### src/rtl/fuzzifier_trap3.sv
`default_nettype none
// +--------------------------------------------------------------------------+
// | fuzzifier_trap3                                                          |
// | Three-set trapezoidal fuzzifier: signed 8-bit crisp input to Q1.15       |
// | NEG/ZERO/POS membership degrees, registered with one cycle of latency.   |
// | Revision: 1.0                                                            |
// +--------------------------------------------------------------------------+
module fuzzifier_trap3 (
  input  logic        clk,
  input  logic        rst,
  input  logic        in_valid,
  input  logic [7:0]  x,
  input  logic [7:0]  a_neg,
  input  logic [7:0]  b_neg,
  input  logic [7:0]  c_neg,
  input  logic [7:0]  d_neg,
  input  logic [7:0]  a_zero,
  input  logic [7:0]  b_zero,
  input  logic [7:0]  c_zero,
  input  logic [7:0]  d_zero,
  input  logic [7:0]  a_pos,
  input  logic [7:0]  b_pos,
  input  logic [7:0]  c_pos,
  input  logic [7:0]  d_pos,
  output logic [15:0] mu_neg,
  output logic [15:0] mu_zero,
  output logic [15:0] mu_pos,
  output logic        out_valid
);

  localparam logic [15:0] C_FULL = 16'h7FFF;

  // Edges share one divider per set: the active branch selects numerator and divisor.
  function automatic logic [15:0] memb(input logic [7:0] xv, input logic [7:0] av,
                                       input logic [7:0] bv, input logic [7:0] cv,
                                       input logic [7:0] dv);
    logic signed [8:0] xe, ae, be, ce, de;
    logic signed [8:0] num_d, den_d;
    logic [23:0]       q;
    logic [15:0]       m;
    logic              use_div;
    xe = {xv[7], xv};
    ae = {av[7], av};
    be = {bv[7], bv};
    ce = {cv[7], cv};
    de = {dv[7], dv};
    num_d   = '0;
    den_d   = 9'sd1;
    use_div = 1'b0;
    m       = '0;
    if (xe < ae || xe > de) begin
      m = '0;
    end else if (xe < be) begin
      num_d   = xe - ae;
      den_d   = be - ae;
      use_div = 1'b1;
    end else if (xe <= ce) begin
      m = C_FULL;
    end else begin
      num_d   = de - xe;
      den_d   = de - ce;
      use_div = 1'b1;
    end
    q = {num_d, 15'b0} / {15'b0, den_d};
    if (use_div) begin
      m = (q > {8'b0, C_FULL}) ? C_FULL : {1'b0, q[14:0]};
    end
    return m;
  endfunction

  logic [15:0] w_mu_neg, w_mu_zero, w_mu_pos;
  logic [15:0] r_mu_neg, r_mu_zero, r_mu_pos;
  logic        r_out_valid;

  always_comb begin
    w_mu_neg  = memb(x, a_neg,  b_neg,  c_neg,  d_neg);
    w_mu_zero = memb(x, a_zero, b_zero, c_zero, d_zero);
    w_mu_pos  = memb(x, a_pos,  b_pos,  c_pos,  d_pos);
  end

  always_ff @(posedge clk) begin
    if (rst) begin
      r_mu_neg    <= '0;
      r_mu_zero   <= '0;
      r_mu_pos    <= '0;
      r_out_valid <= 1'b0;
    end else begin
      r_out_valid <= in_valid;
      if (in_valid) begin
        r_mu_neg  <= w_mu_neg;
        r_mu_zero <= w_mu_zero;
        r_mu_pos  <= w_mu_pos;
      end
    end
  end

  assign mu_neg    = r_mu_neg;
  assign mu_zero   = r_mu_zero;
  assign mu_pos    = r_mu_pos;
  assign out_valid = r_out_valid;

endmodule
`default_nettype wire

### config.mk
export PLATFORM = sky130hd
export DESIGN_NAME = fuzzifier_trap3
export DESIGN_NICKNAME = d
export VERILOG_FILES = /design/src/rtl/fuzzifier_trap3.sv
export SDC_FILE = /design/constraint.sdc
export NUM_CORES = 1
export LEC_CHECK = 0
export ABC_AREA = 1
export BUFFER_PORTS_ARGS = -buffer_cell sky130_fd_sc_hd__buf_2
export CORE_MARGIN = 10
export CORE_UTILIZATION = 38
export CTS_CLUSTER_SIZE = 14
export DETAILED_ROUTE_END_ITERATION = 12
export PLACE_DENSITY = 0.61
export SYNTH_ARGS = -nofsm -noshare
export SYNTH_HDL_FRONTEND = slang
export SYNTH_SLANG_ARGS = --single-unit
### constraint.sdc
create_clock -name clk -period 72.9 [get_ports clk]
set_input_delay 14.58 -clock clk [delete_from_list [all_inputs] [get_ports clk]]
set_output_delay 14.58 -clock clk [all_outputs]
set_load 0.005 [all_outputs]
==> impl_results.md <==
* Design Area, Final at 51600 um^2
* CTS max path bufs at 2
* Clk_lat worst skew at 0.38 ns
* Multi-input gate area at 42700 um^2
* Max cap viols at 0
* Final Hold Fails at 0
* Run status: completed
* Top FF cell, synth: dfxtp_1
* Non-filler cells, final at 10300
* Sink Count at 46
* Cell count after synthesis at 8466
* Post-route ant nets at 0
* DPL Wire Length at 130000 um
* Clk_skew at 0 ns
* Initial antenna violation count at 17
* Clk root buf: clkbuf_16
* Io pins at 156
* Share of cells above drive strength 1 at 0.125
* Max-slew headroom at 0.214
* Post-synth EDFFs at 0
* Die ar. at 145000 um^2
* Slew Viols, Final at 0
* Filler instances at 14400
* CTS H-tree lvls at 2
* Drt first-iter violations at 3504
* Min cycle time layout at 66.49 ns
* Worst hold path type: reg -> reg
* Crit path capture type: register
* Die outline height at 381 um
* Top cell type by total area after synthesis: nand2_1
* Distinct cells, synth at 90
* RSZ-0062 raised after global routing: no
* Total CTS buffers at 5
* Row count at 132
* Placed Instances at 10300
* Post-CTS Setup Bufs at 0
* Startpoint Class: input pin
* GRT Resource Usage Total at 0.206
* Post-cts resize count at 0
* CP dominant cell by count: nand2_1
* Worst Setup Path Type: in -> reg
* #FFs+latches synth at 46
* GRT overflow at 0
* Via/cell ratio at 5.24
* Vias in the first global route at 50300
* Fin crit share at 0.912
* Core Footprint at 129000 um^2
* Final setup fails at 0
* CTS tree: yes
* Post-synthesis async set-or-reset flop share at 0
* Reg area at 921 um^2
* Drt total wl at 157000 um
* DRC viols at 0
* Register clock-pin slew on the reported worst setup and hold paths at 0.08 ns
* Area of the mapped netlist at 49500 um^2
* PortBufs at 152
* Critical Path AT at 66.74 ns
* WP data required at 73.16 ns
* Gpl congestion at 0.941
* First-pass GRT wire length at 254000 um
* Maximum fanout along the worst path at 50
* Syn_area_per_cell at 5.84 um^2
* Max incr delay on CP at 0.65 ns
* Post-synth top area share at 0.170
* DIE WIDTH at 381 um
* Starting density of the core at 0.382
* Yosys warns at 0
* Actual slew at the worst max-slew pin at 1.18 ns
* Pre-antenna DRT Iters at 6
* Max Clock Freq at 15.0 MHz
* Pin count of the biggest net entering global routing at 53
* Setup TNS Final at 0 ns
* Cts hold-fix bufs at 0
* Seq/Total Area, Yosys at 0.0186
* Max stage delay cell, worst path: a2111oi_0
* Final net count at 9282
* Dpl cell area at 51400 um^2
* WL per Instance at 15.3 um
* Top cells by area, synth: nand2_1 17%, ha_1 16%, inv_1 8.4%
* Vias at 53800
* Layout area overhead at 4.34%
[layout make-up]
cell class,count,share of cell area
clock inverter,3,0.000848
inverter,1227,0.0897
sequential,46,0.0178
antenna,3,0.000145
timing repair buffer,179,0.0187
tap,1742,0.0422
clock buffer,5,0.00242
multi-input combinational,7058,0.828
[cells by family after synthesis]
logic type	count (synthesis)	share of synthesized area
buf+inv	1364	0.118
simple gates	4619	0.460
other cells	1	0.0000758
mux	5	0.00104
fa+ha+maj	658	0.169
compound gates	1307	0.151
xor+xnor	466	0.0830
flops	46	0.0186
[layer usage]
| layer | track usage | wire length, um | share of wire | vias up |
|---|---|---|---|---|
| met2 | 0.344 | 69800 | 0.44 | 1138 |
| met4 | 0.0500 | 3770 | 0.024 | 12 |
| li1 | - | - | - | 28000 |
| met1 | 0.281 | 76000 | 0.48 | 24400 |
| met5 | 0 | 53 | 0.00034 | - |
| met3 | 0.0180 | 7170 | 0.046 | 194 |
[synthesized netlist by cell type, drive strengths merged, types with 54 or more instances]
cell type  count
nand3        827
buf           85
o21ai        620
nand2       2499
a21oi        435
a21o          67
nor3          84
nand4        247
ha           643
inv         1208
xnor2        245
or2           94
nor2         787
xor2         221
o21bai        54
[state kept, by name, summed over array words and instances (netlist names)]
signal	count
mu_neg	15
out_valid	1
mu_pos	15
mu_zero	15
[metrics by stage]
step                      hold slack [ns]  utilization  setup slack, ns
final                               0.451        0.399             6.41
after floorplan                     0.446            -            13.79
after global routing                0.465        0.399            0.258
after global placement              0.432        0.397             6.88
after detailed placement            0.437        0.397             6.46
after CTS                           0.456        0.399             6.62
[cell usage in the layout (no fill, tap or decap), types with 47 or more instances in the layout]
cell,count
buf_2,152
nand3b_1,47
ha_1,643
nand2_4,71
xnor2_1,245
nor2_4,76
o21bai_1,50
a21oi_1,427
inv_2,91
nand2_1,2237
xor2_1,218
nor2_1,629
inv_1,1112
nand3_2,130
nand3_1,662
nand2_2,191
nor3_1,74
o21ai_0,502
nand4_1,230
or2_2,80
nor2_2,77
a21o_1,63
o21ai_1,75
[worst max-delay path, delay by kind of cell]
family / cells / cell delay [ns]
and+or+nand+nor: 147 / 19.70
AOI/OAI and AO/OA: 88 / 17.78
adders and majority gates: 26 / 8.41
buffers and inverters: 52 / 6.08
[path summary, 6_finish.rpt]
path,startpoint,end,slack (ns),cells past startpoint
min,mu_pos[12]$_SDFFE_PP0P_,mu_pos[12]$_SDFFE_PP0P_,0.45,2
max reg2reg,mu_neg[14]$_SDFFE_PP0P_,mu_neg[14]$_SDFFE_PP0P_,72.16,2
max,x[1],mu_pos[0]$_SDFFE_PP0P_,6.41,313
min reg2reg,mu_pos[12]$_SDFFE_PP0P_,mu_pos[12]$_SDFFE_PP0P_,0.45,2
Power is not shown: default switching activity piles up to over one toggle a cycle in this logic, so the estimate is an artifact.
